## config.mk

```make
export PLATFORM = sky130hd
export DESIGN_NAME = bb_v0_ctl
export DESIGN_NICKNAME = d
export VERILOG_FILES = /design/src/rtl/bb_v0_ctl.sv
export SDC_FILE = /design/constraint.sdc
export NUM_CORES = 1
export LEC_CHECK = 0
export BUFFER_PORTS_ARGS = -buffer_cell sky130_fd_sc_hd__buf_2
export CAP_MARGIN = 20
export CORE_AREA = 3 3 121 123
export DETAILED_ROUTE_END_ITERATION = 10
export DIE_AREA = 0 0 124 126
export PLACE_DENSITY = 0.51
export SLEW_MARGIN = 20
export SYNTH_ARGS = -nofsm -noshare
export SYNTH_HDL_FRONTEND = slang
export SYNTH_SLANG_ARGS = --single-unit
```

## constraint.sdc

```tcl
create_clock -name v_clk -period 2.5 [get_ports v_clk]
set_clock_uncertainty 0.15 [all_clocks]
set_input_delay 0.375 -clock v_clk [delete_from_list [all_inputs] [get_ports v_clk]]
set_output_delay 0.375 -clock v_clk [all_outputs]
set_load 0.05 [all_outputs]
```

## src/rtl/bb_v0_ctl.sv

```systemverilog
// Request controller for the 16-word v0 SRAM macro: single-beat writes, 1..4 word
// wrapping read bursts with a two-cycle return pipeline, and optional zero-fill after reset.
module bb_v0_ctl #(
    parameter bit CLEAR_ON_RESET = 1'b1
) (
    input  logic        v_clk,
    input  logic        reset_l,
    input  logic        req,
    input  logic        req_we,
    input  logic [15:2] req_addr,
    input  logic [1:0]  req_len,
    input  logic [31:0] req_wdata,
    output logic        req_ack,
    output logic        busy,
    output logic        rd_valid,
    output logic [31:0] rd_data,
    output logic        v_me,
    output logic        v_we,
    output logic [15:2] v_addr,
    output logic [31:0] v_in,
    input  logic [31:0] v_out
);

    localparam logic [1:0] ST_CLEAR  = 2'd0;
    localparam logic [1:0] ST_IDLE   = 2'd1;
    localparam logic [1:0] ST_ACCESS = 2'd2;

    logic [1:0]  state_q, state_d;
    logic        clr_pend_q, clr_pend_d;
    logic [3:0]  clr_cnt_q, clr_cnt_d;
    logic [1:0]  beats_q, beats_d;
    logic        v_me_q, v_me_d;
    logic        v_we_q, v_we_d;
    logic [15:2] v_addr_q, v_addr_d;
    logic [31:0] v_in_q, v_in_d;
    logic        req_ack_q, req_ack_d;
    logic        rd_pend_q, rd_pend_d;
    logic        rd_valid_q, rd_valid_d;
    logic [31:0] rd_data_q, rd_data_d;
    logic        busy_q, busy_d;
    logic        accept;
    logic [3:0]  nxt_word;

    assign nxt_word = v_addr_q[5:2] + 4'd1;

    always_comb begin
        state_d    = state_q;
        clr_pend_d = clr_pend_q;
        clr_cnt_d  = clr_cnt_q;
        beats_d    = beats_q;
        v_me_d     = 1'b0;
        v_we_d     = 1'b0;
        v_addr_d   = v_addr_q;
        v_in_d     = v_in_q;
        req_ack_d  = 1'b0;
        accept     = 1'b0;

        case (state_q)
            ST_CLEAR: begin
                if (clr_cnt_q == 4'hF) begin
                    state_d = ST_IDLE;
                end else begin
                    clr_cnt_d = clr_cnt_q + 4'd1;
                    v_me_d    = 1'b1;
                    v_we_d    = 1'b1;
                    v_in_d    = '0;
                    v_addr_d  = {10'd0, clr_cnt_d};
                end
            end
            ST_ACCESS: begin
                if (beats_q != 2'd0) begin
                    beats_d  = beats_q - 2'd1;
                    v_me_d   = 1'b1;
                    v_addr_d = {v_addr_q[15:6], nxt_word};
                end else begin
                    // The edge ending the last beat is already idle, so a waiting request goes straight in.
                    accept = 1'b1;
                end
            end
            default: accept = 1'b1;
        endcase

        if (accept) begin
            if (clr_pend_q) begin
                clr_pend_d = 1'b0;
                state_d    = ST_CLEAR;
                clr_cnt_d  = 4'd0;
                v_me_d     = 1'b1;
                v_we_d     = 1'b1;
                v_in_d     = '0;
                v_addr_d   = '0;
            end else if (req) begin
                state_d   = ST_ACCESS;
                v_me_d    = 1'b1;
                v_we_d    = req_we;
                v_addr_d  = req_addr;
                v_in_d    = req_wdata;
                req_ack_d = 1'b1;
                beats_d   = req_we ? 2'd0 : req_len;
            end else begin
                state_d = ST_IDLE;
            end
        end
    end

    // Read return pipeline: SRAM data appears one cycle after the beat and is registered once more.
    always_comb begin
        rd_pend_d  = v_me_q & ~v_we_q;
        rd_valid_d = rd_pend_q;
        rd_data_d  = rd_pend_q ? v_out : rd_data_q;
        busy_d     = v_me_d | rd_pend_d | rd_valid_d;
    end

    always_ff @(posedge v_clk or negedge reset_l) begin
        if (!reset_l) begin
            state_q    <= ST_IDLE;
            clr_pend_q <= CLEAR_ON_RESET;
            clr_cnt_q  <= 4'd0;
            beats_q    <= 2'd0;
            v_me_q     <= 1'b0;
            v_we_q     <= 1'b0;
            v_addr_q   <= '0;
            v_in_q     <= '0;
            req_ack_q  <= 1'b0;
            rd_pend_q  <= 1'b0;
            rd_valid_q <= 1'b0;
            rd_data_q  <= '0;
            busy_q     <= CLEAR_ON_RESET;
        end else begin
            state_q    <= state_d;
            clr_pend_q <= clr_pend_d;
            clr_cnt_q  <= clr_cnt_d;
            beats_q    <= beats_d;
            v_me_q     <= v_me_d;
            v_we_q     <= v_we_d;
            v_addr_q   <= v_addr_d;
            v_in_q     <= v_in_d;
            req_ack_q  <= req_ack_d;
            rd_pend_q  <= rd_pend_d;
            rd_valid_q <= rd_valid_d;
            rd_data_q  <= rd_data_d;
            busy_q     <= busy_d;
        end
    end

    assign req_ack  = req_ack_q;
    assign busy     = busy_q;
    assign rd_valid = rd_valid_q;
    assign rd_data  = rd_data_q;
    assign v_me     = v_me_q;
    assign v_we     = v_we_q;
    assign v_addr   = v_addr_q;
    assign v_in     = v_in_q;

endmodule

```

Yosys cells after proc, flatten, opt, wreduce, memory -nomap -nowiden
Cells that the tools add are included.
{"block": "word_totals", "register_bits": 93, "out_inout_bits": 83, "elab_cells": 68}
{"block": "classes", "addsub": 3, "n_eq_ne": 2, "n_mux": 41, "bitwise": 4, "reduce_logical": 5}
{"op": "32-bit 2-to-1 mux", "count": 5}
{"op": "14-bit 2-to-1 mux", "count": 4}
{"op": "14-bit case mux with 2 select lines", "count": 1}
{"op": "2-bit 2-to-1 mux", "count": 11}
{"op": "4-bit 2-to-1 mux", "count": 5}
{"op": "1-bit 2-to-1 mux", "count": 13}
{"op": "4-bit by 1-bit adder with 4-bit output (second input constant)", "count": 2}
{"op": "2-bit nonzero test", "count": 3}
{"op": "4-bit == test (second input constant)", "count": 1}
{"op": "1-bit case mux with 2 select lines", "count": 2}
{"op": "2-bit == test (second input constant)", "count": 1}
{"op": "2-bit logical NOT", "count": 1}
{"op": "1-bit OR", "count": 2}
{"op": "2-bit AND reduction", "count": 1}
{"op": "2-bit by 1-bit subtractor with 2-bit output (second input constant)", "count": 1}
{"op": "1-bit bitwise AND", "count": 1}
{"op": "1-bit NOT", "count": 1}

Logic depth before layout (Yosys ltp)
Gate-level depths: netlist of run 1.
{"block": "depth", "word_depth": 8, "depth_mapped": 6, "ltp_nobuf": 5}

Least setup slack after synthesis of run 1
OpenSTA, ideal clock, no wires.
{"block": "synth_timing", "path_type": "register to register", "startpoint": "register clr_cnt_q[0]", "endpoint": "register v_addr_q (netlist bit v_addr[10])", "setup_ps": 121, "arrival_time_ps": 1629, "required_time_ps": 2229, "setup_slack_ps": 599, "stages_incl_launch_ff": 6, "n_path_buf": 1, "synth_period_minus_slack_ps": 1901, "cell_sequence": "dfrtp_1 ha_1 a311oi_2 nor2_2 buf_6 a22o_1"}
{"block": "synth_between", "elab_chain_len": 6}
{"element": "from (decl)", "line": "30", "text": "logic [3:0] clr_cnt_q, clr_cnt_d;"}
{"element": "from (signal assigned)", "line": "132", "text": "clr_cnt_q <= clr_cnt_d;"}
{"element": "4-bit == test (*)", "line": "60", "text": "if (clr_cnt_q == 4'hF) begin"}
{"element": "14-bit 2-to-1 mux (*)", "line": "60"}
{"element": "14-bit case mux with 2 select lines (*)", "line": "58", "text": "case (state_q)"}
{"element": "14-bit 2-to-1 mux", "line": "92", "text": "end else if (req) begin"}
{"element": "14-bit 2-to-1 mux", "line": "84", "text": "if (clr_pend_q) begin"}
{"element": "14-bit 2-to-1 mux (*)", "line": "83", "text": "if (accept) begin"}
{"element": "net v_addr_d (one bit)", "line": "34", "text": "logic [15:2] v_addr_q, v_addr_d;"}
{"element": "to (signal assigned)", "line": "136", "text": "v_addr_q <= v_addr_d;"}
{"element": "to (decl)", "line": "34"}
Mark *: on every way through the listed nets, which the timed path passes. The rest lies on a longest branch.
A chain may end at the register's enable or synchronous reset.

Worst setup path in the final report of run 1
{"block": "layout_timing", "startpoint": "register clr_cnt_q[0]", "endpoint": "register v_in_q[22] (netlist: v_in[22])"}
{"block": "layout_between", "elab_chain_len": 6}
{"element": "4-bit == test (*)", "line": "60"}
{"element": "32-bit 2-to-1 mux (*)", "line": "60"}
{"element": "32-bit 2-to-1 mux (*)", "line": "58"}
{"element": "32-bit 2-to-1 mux", "line": "92"}
{"element": "32-bit 2-to-1 mux", "line": "84"}
{"element": "32-bit 2-to-1 mux (*)", "line": "83"}
{"element": "net v_in_d[22]", "line": "35", "text": "logic [31:0] v_in_q, v_in_d;"}
{"element": "to (signal assigned)", "line": "137", "text": "v_in_q <= v_in_d;"}
{"element": "to (decl)", "line": "35"}
Marks and branches as above.

==> flow_summary.toml, run 1 <==
[grt]
grt_max_degree = 48
grt_overflow_total = 0
grt_pass1_vias = 2761
antenna_found_initial = 0
track_usage = 0.117
grt_pass1_wl_um = 14100

[routing]
dr_wl_met3_um = 774
wl_met2_um = 4240
wl_met1_um = 4130
viasPerCell = 4.48
wire_per_inst_um = 15.2
routed.top_layer = "met4"
vias = 2731
antenna_left = 0
firstDrtPassIters = 4
drt_iter0_drc = 125
wl_um = 9250
drcViolationCount = 0

[setup_path]
path_cells = "ha_1 > a311oi_2 > nor2_4 > a22o_1"
worstPathRequired_ps = 2610
rr_worst_depth = 4
arrival_ps = 2290
critical-path-max-stage-delay_ps = 780
end_kind = "flop"
crit_slowest_cell = "nor2_4"
crit_fanout = 42
critical_path_class = "flop to flop"
setup.worst_path.start_class = "flop"

[timing]
slew_headroom = 0.349
worstMarginPinSlew_ps = 974
drv_slew = 0
finalSetupTns_ps = 0
finalCritPeriodShare = 0.870
period_minus_slack_ps = 2170
finalSetupViolCount = 0
final_hold_viol_count = 0
rsz0062_at_grt = "false"
max_freq_mhz = 460

[clocking]
cts_root_buffer = "clkbuf_16"
clock_sinks = 93
cts_tree = "built"
clockBufferDepth = 2
clk_pin_slew_worst_paths_ps = 60
cts_buffers = 9
postCtsHoldBufs = 1
postCtsSetupBuffers = 0
clk_latency_ps = 330
htree_levels = 3
post_cts_resized = 0

[outcome]
status = "completed"

[synthesis]
ys_ff_latch = 93
yosysTopAreaCell = "dfrtp_1"
synthTopCellsByArea = "dfrtp_1 62%, a22o_1 10%, mux2_2 9.9%"
syn-instance-count = 258
netlist-cell-type-count = 39
syn_area_per_cell_um2 = 14.2
synth_fp_nets = 344
ys_seq_area_frac = 0.638
synth_top_area_share = 0.616
synthesis.area_mm2 = 0.00365
yosys_warnings = 0

[die]
dieArea_mm2 = 0.0156
start_util = 0.265
core_mm2 = 0.0138
die_h_um = 126
die_w_um = 124
rows = 43
io_pins = 167

[job]
drv_cap = 0

[final_layout]
multi_input_area_mm2 = 0.00119
diodes = 0
layout-drive-gt1-share = 0.533
area_growth_pct = 36.3
n_fill_cell = 1413
regArea_mm2 = 0.00233
nets = 511

[placed_design]
dpl.hpwl_um = 6790
place_congestion = 0.752
port-buffer-count = 166

[min_path]
whs_path_depth = 2
hold_path.class = "input pin to flop"
## placed cells by master, fill, tap and decap left out, drive strengths merged, types with 3 or more instances in the layout
cell,instances
dfstp,3
nor3b,3
a22o,42
inv,5
o21ai,7
nand2,6
a21oi,8
o2bb2ai,4
nor3,4
mux2,32
clkbuf,13
buf,172
dfrtp,90
nor2,12
## cells by family after synthesis
family,count (synthesis),share of synthesized area
xor gates and xnor gates,2,0.00480
DFF,93,0.638
buffers and inverters,22,0.0373
and+or+nand+nor,34,0.0476
adders and majority gates,2,0.00685
muxes,32,0.0986
AOI/OAI and AO/OA,73,0.167
## worst paths after layout
kind / slack [ps] / to / startpoint
worst max-delay path: 330 / v_in[22] / clr_cnt_q[0]
worst min-delay path: 100 / beats_q[0] / req_len[0]
worst max register to register: 330 / v_in[22] / clr_cnt_q[0]
worst min register to register: 290 / rd_pend_q / v_we
max in group asynchronous: 1230 / state_q[0] / reset_l
min in group asynchronous: 340 / rd_data[0] / reset_l
## critical path: cells and delay by family (launching register included)
kind | cells | cell delay (ps)
compound gates | 2 | 450
flops | 1 | 410
fa+ha+maj | 1 | 290
simple gates | 1 | 780
## cell type report
class | count | share of cell area
Clock buffer | 13 | 0.0543
Sequential cell | 93 | 0.468
Timing Repair Buffer | 173 | 0.181
Inverter | 5 | 0.00377
Clock inverter | 3 | 0.00854
Tap cell | 180 | 0.0452
Multi-Input combinational cell | 143 | 0.239
## state kept, by name, indices dropped and copies added (netlist names), 2 cells and up
name,cells
v_in,32
clr_cnt_q,4
beats_q,2
v_addr,14
rd_data,32
state_q,2
## routing by layer
layer / global-route usage / vias to the layer above
met1: 0.152 / 1326
met3: 0.0418 / 10
met5: 0 / -
met4: 0.0406 / 0
met2: 0.179 / 104
li1: - / 1291
## metrics by stage
step	instance area [µm²]	std cells	setup slack [ps]	util	hold WS [ps]
finish	4980	610	326	0.362	98.2
global route	4980	610	96.1	0.362	83.7
CTS	4980	610	302	0.362	79.0
detailed placement	4660	593	320	0.338	161
global placement	4660	593	391	0.338	162
floorplan	3650	258	599	-	-70.6
## Yosys cell counts (all sizes together)
cell and instances:
a21oi 8, o311ai 1, xor2 1, or2 1
a32o 1, a22o 42, xnor2 1, a211o 1
nand3 2, clkbuf 6, nor2b 1, nand2b 2
or3 1, a311oi 1, a221o 1, nor2 12
nand2 6, o2bb2ai 4, o21ai 7, buf 11
or3b 2, inv 5, dfstp 3, ha 2
a211oi 1, nor3b 3, o211ai 1, o22ai 2
a311o 1, nor3 4, mux2 32, dfrtp 90
o31a 1, a222oi 1
Power of run 1 is left out: the tool's default activity adds up to more than one toggle a clock period on the data nets, which glitch-free logic cannot reach.
==> inputs of run 2 (changes only) <==
--- a/config.mk
+++ b/config.mk
@@ -5,11 +5,12 @@
 export SDC_FILE = /design/constraint.sdc
 export NUM_CORES = 1
 export LEC_CHECK = 0
+export ABC_AREA = 1
 export BUFFER_PORTS_ARGS = -buffer_cell sky130_fd_sc_hd__buf_2
 export CAP_MARGIN = 20
-export CORE_AREA = 3 3 121 123
+export CORE_AREA = 3 3 123 125
 export DETAILED_ROUTE_END_ITERATION = 10
-export DIE_AREA = 0 0 124 126
+export DIE_AREA = 0 0 126 128
 export PLACE_DENSITY = 0.51
 export SLEW_MARGIN = 20
 export SYNTH_ARGS = -nofsm -noshare
==> flow_summary.toml, run 2 <==
[routing]
wire_per_inst_um = 12.6
antenna_left = 0
viasPerCell = 4.15
drcViolationCount = 0
vias = 3018
drt_iter0_drc = 126
firstDrtPassIters = 4
wl_um = 9160

[final_layout]
final_cell_mix = "165 x buf_2, 164 x nand2_1, 90 x dfrtp_1, 32 x mux2_2, 19 x inv_1"
layout-drive-gt1-share = 0.419
final_area_mm2 = 0.00515
diodes = 0
layout_commonest_cell = "buf_2"
nets = 629
area_growth_pct = 36.3
n_fill_cell = 1449

[placed_design]
place_congestion = 0.829
place_area_mm2 = 0.00481
port-buffer-count = 166
dpl.hpwl_um = 6880

[die]
rows = 43
io_pins = 167
die_h_um = 128
start_util = 0.270
die_w_um = 126
core_mm2 = 0.0140
dieArea_mm2 = 0.0161

[setup_path]
setup.worst_path.start_class = "flop"
worstPathRequired_ps = 2630
arrival_ps = 2060
crit_fanout = 42
critical_path_class = "flop to flop"
timing.reg2reg.setup_slack_ps = 560
end_kind = "flop"

[grt]
antenna_found_initial = 0
grt_max_degree = 43
grt_overflow_total = 0
grt_pass1_wl_um = 14900
grt_pass1_vias = 3068
track_usage = 0.115

[min_path]
hold_path.class = "input pin to flop"

[clocking]
cts_root_buffer = "clkbuf_16"
cts_buffers = 9
clock_sinks = 93
clk_latency_ps = 330
postCtsSetupBuffers = 0
cts_tree = "built"
clockBufferDepth = 2
htree_levels = 3
clk_pin_slew_worst_paths_ps = 60

[timing]
worstMarginPinSlew_ps = 557
max_freq_mhz = 516
rsz0062_at_grt = "false"
final_hold_viol_count = 0
period_minus_slack_ps = 1940
finalCritPeriodShare = 0.775
slew_headroom = 0.628
finalSetupTns_ps = 0
drv_slew = 0
finalSetupViolCount = 0

[outcome]
status = "completed"

[synthesis]
synth_top_area_share = 0.596
synth-edff-count = 0
ys_seq_area_frac = 0.617
yosys_warnings = 0
synthesis.area_mm2 = 0.00378
yosys-top-cells-count = "164 x nand2_1, 90 x dfrtp_1, 32 x mux2_2"
ys_ff_latch = 93
synth_flop_cell = "dfrtp_1"
async_flop_share = 1.00
netlist-cell-type-count = 23
syn-instance-count = 372
synth_most_common_cell = "nand2_1"
synthTopCellsByArea = "dfrtp_1 60%, nand2_1 16%, mux2_2 9.5%"
synth_fp_nets = 458
syn_area_per_cell_um2 = 10.2
yosysTopAreaCell = "dfrtp_1"

[job]
drv_cap = 0
==> run 2: cell type report <==
type / instances / area [µm²] / share of cell area
clock buffers: 9 / 225 / 0.0437
clock inverters: 6 / 111 / 0.0216
inverters: 21 / 78.8 / 0.0153
multi-input cells: 245 / 1270 / 0.246
flip-flops and latches: 93 / 2330 / 0.452
well taps: 180 / 225 / 0.0437
repair buffers: 173 / 913 / 0.177
==> run 2: layer usage <==
| layer | up-vias | GRT usage | part of all wire |
|---|---|---|---|
| met1 | 1369 | 0.155 | 0.47 |
| met5 | - | 0 | 0 |
| met2 | 120 | 0.174 | 0.43 |
| met3 | 15 | 0.0346 | 0.079 |
| met4 | 0 | 0.0479 | 0.022 |
| li1 | 1514 | - | - |
==> run 2: logic make-up after synthesis <==
kind of cell,share of synthesized area
AO/OA/AOI/OAI,0.0242
adder cells (fa/ha/maj),0.00662
buffers and inverters,0.0477
flip-flops,0.617
multiplexers,0.0953
AND/OR/NAND/NOR,0.210
==> run 2: path summary, 6_finish.rpt <==
check | start | end | depth (start not counted)
max reg2reg | clr_cnt_q[0] | v_addr[9] | 8
min reg2reg | v_we | rd_pend_q | 1
min | req_addr[14] | v_addr[14] | 3
min in group asynchronous | reset_l | rd_data[7] | 2
max | clr_cnt_q[0] | v_addr[9] | 8
max in group asynchronous | reset_l | state_q[0] | 3
==> run 2: repair_timing <==
item	CTS	global route
hold endpoints to repair	35	0
hold buffers	1	0
resized for setup	0	0
==> run 2: worst max-delay path: stages (launching register included) <==
cell,delay (ps)
dfrtp_1,420
ha_1,240
nand3_1,120
nand2_1,160
inv_2,80
a21oi_4,100
buf_4,410
nand2_1,110
nand2_1,80
==> run 2: per-stage QoR <==
stage / hold slack (ps) / util / std cells / setup WS (ps)
after floorplan: -70.6 / - / 372 / 955
after CTS: 68.1 / 0.368 / 727 / 539
after global placement: 257 / 0.344 / 711 / 582
after global routing: 83.1 / 0.368 / 727 / 356
after detailed placement: 266 / 0.344 / 711 / 559
final: 86.3 / 0.368 / 727 / 562
Power of run 2 is left out for the same reason.
==> inputs of run 3 (changes only) <==
--- a/config.mk
+++ b/config.mk
@@ -11,7 +11,7 @@
 export CORE_AREA = 3 3 123 125
 export DETAILED_ROUTE_END_ITERATION = 10
 export DIE_AREA = 0 0 126 128
-export PLACE_DENSITY = 0.51
+export PLACE_DENSITY = 0.53
 export SLEW_MARGIN = 20
 export SYNTH_ARGS = -nofsm -noshare
 export SYNTH_HDL_FRONTEND = slang
==> constraint.sdc (replaced) <==
create_clock -name v_clk -period 1.7 [get_ports v_clk]
set_clock_uncertainty 0.15 [all_clocks]
set_input_delay 0.255 -clock v_clk [delete_from_list [all_inputs] [get_ports v_clk]]
set_output_delay 0.255 -clock v_clk [all_outputs]
set_load 0.05 [all_outputs]
==> flow_summary.toml, run 3 (synthesis results as in run 2) <==
[routing]
antenna_left = 0
drt_iter0_drc = 108
vias = 3408
wire_per_inst_um = 14.0
viasPerCell = 4.16
drcViolationCount = 0
wl_um = 11400
firstDrtPassIters = 4

[final_layout]
layout-drive-gt1-share = 0.391
area_growth_pct = 62.1
n_fill_cell = 1332
regArea_mm2 = 0.00233
layout_commonest_cell = "buf_2"
diodes = 0
nets = 720
final_cell_mix = "165 x buf_2, 161 x nand2_1, 90 x dfrtp_1, 78 x dlygate4sd3_1, 32 x mux2_2"
multi_input_area_mm2 = 0.00128

[timing]
finalSetupTns_ps = 0
final_hold_viol_count = 0
slew_headroom = 0.680
period_minus_slack_ps = 1630
whs_ps = 15.4
worstMarginPinSlew_ps = 481
finalCritPeriodShare = 0.958
max_freq_mhz = 614
finalSetupViolCount = 0
drv_slew = 0

[min_path]
hold_path.class = "input pin to flop"

[setup_path]
setup.worst_path.start_class = "flop"
critical-path-top-delay-family = "flip-flops"
critical_path_class = "flop to flop"
crit_fanout = 12
critical-path-max-stage-delay_ps = 590
end_kind = "flop"
path_cells = "nor2_4 > nor2_8 > nand3_2 > clkinv_4 > clkbuf_16 > nand2_1 > nand3_1"
worstPathRequired_ps = 1820
arrival_ps = 1750
crit_slowest_cell = "dfstp_2"
crit_buf_inv = 2

[clocking]
clock_sinks = 93
cts_tree = "built"
cts_buffers = 9
clk_latency_ps = 340
clockBufferDepth = 2
clk_pin_slew_worst_paths_ps = 60
htree_levels = 3
cts_root_buffer = "clkbuf_16"

[pwr]
p_clk_frac = 0.135
combPwrFrac = 0.586
p_seq_frac = 0.279
switching_share = 0.512
power_mw = 14.1
switchingPower_mw = 7.22
peakVddDrop_v = 0.00103
p_int_mw = 6.89
power_density_mw_per_mm2 = 2300
leakage_nw = 3.23

[die]
die_h_um = 128
die_w_um = 126
io_pins = 167
dieArea_mm2 = 0.0161
rows = 43
core_mm2 = 0.0140
start_util = 0.270

[grt]
grt_pass1_vias = 3469
grt_pass1_wl_um = 16400
grt_overflow_total = 0
track_usage = 0.126
grt_max_degree = 90
antenna_found_initial = 0

[outcome]
status = "completed"

[placed_design]
place_congestion = 0.804
dpl.hpwl_um = 6700
port-buffer-count = 166

[job]
drv_cap = 0
==> run 3: area by class of cell <==
type | count | share of cell area
repair buffers | 264 | 0.312
clock buffers | 13 | 0.0441
inverters | 21 | 0.0141
flip-flops and latches | 93 | 0.380
multi-input cells | 245 | 0.210
well taps | 180 | 0.0368
clock inverters | 3 | 0.00306
==> run 3: worst register-to-register path: stages, from the launching register on <==
cell       delay (ps)
dfstp_2           590
nor2_4             90
nor2_8            180
nand3_2           130
clkinv_4          110
clkbuf_16         180
nand2_1            60
nand3_1            70
==> run 3: what timing repair did <==
item | in CTS | in global routing
resized for setup | 0 | 11
hold buffers | 78 | 0
hold endpoints to repair | 167 | 0
setup endpoints to repair | 0 | 49
buffers inserted | 0 | 5
==> run 3: power groups by stage <==
stage	clock network, mW	logic (mW)	registers (mW)
finish	1.91	8.26	3.94
floorplan	0	2.23	7.32
detailed placement	0	7.42	3.95
CTS	2.00	7.54	3.94
global route	2.08	8.80	4.08
global placement	0	7.35	3.94
==> run 3: path summary, 6_finish.rpt <==
| kind | endpoint | cells after the start | from | slack (ps) |
|---|---|---|---|---|
| hold reg to reg | rd_pend_q | 1 | v_we | 280 |
| max in group asynchronous | clr_pend_q | 3 | reset_l | 620 |
| setup reg to reg | v_addr[2] | 7 | state_q[0] | 70 |
| hold / removal | rd_data[6] | 2 | v_out[6] | 20 |
| min in group asynchronous | rd_data[8] | 2 | reset_l | 120 |
| setup / recovery | v_addr[2] | 7 | state_q[0] | 70 |
==> run 3: per-layer routing <==
metal / part of all wire / routed length [µm] / vias to the layer above / track usage
met4: 0.016 / 186 / 0 / 0.0517
met1: 0.44 / 5070 / 1563 / 0.151
met2: 0.48 / 5470 / 137 / 0.216
met3: 0.062 / 710 / 13 / 0.0346
li1: - / - / 1695 / -
met5: 0 / 0 / - / 0
==> run 3: through the flow <==
| step | cells | util | setup WS (ps) | instance area [µm²] |
|---|---|---|---|---|
| floorplan | 372 | - | 155 | 3780 |
| global placement | 713 | 0.347 | 51.2 | 4850 |
| detailed placement | 713 | 0.347 | 29.9 | 4850 |
| finish | 819 | 0.438 | 71.6 | 6130 |
| CTS | 807 | 0.423 | 19.4 | 5920 |
| global route | 819 | 0.438 | -8.45 | 6130 |
No activity file was read; power rests on OpenSTA's default activity.
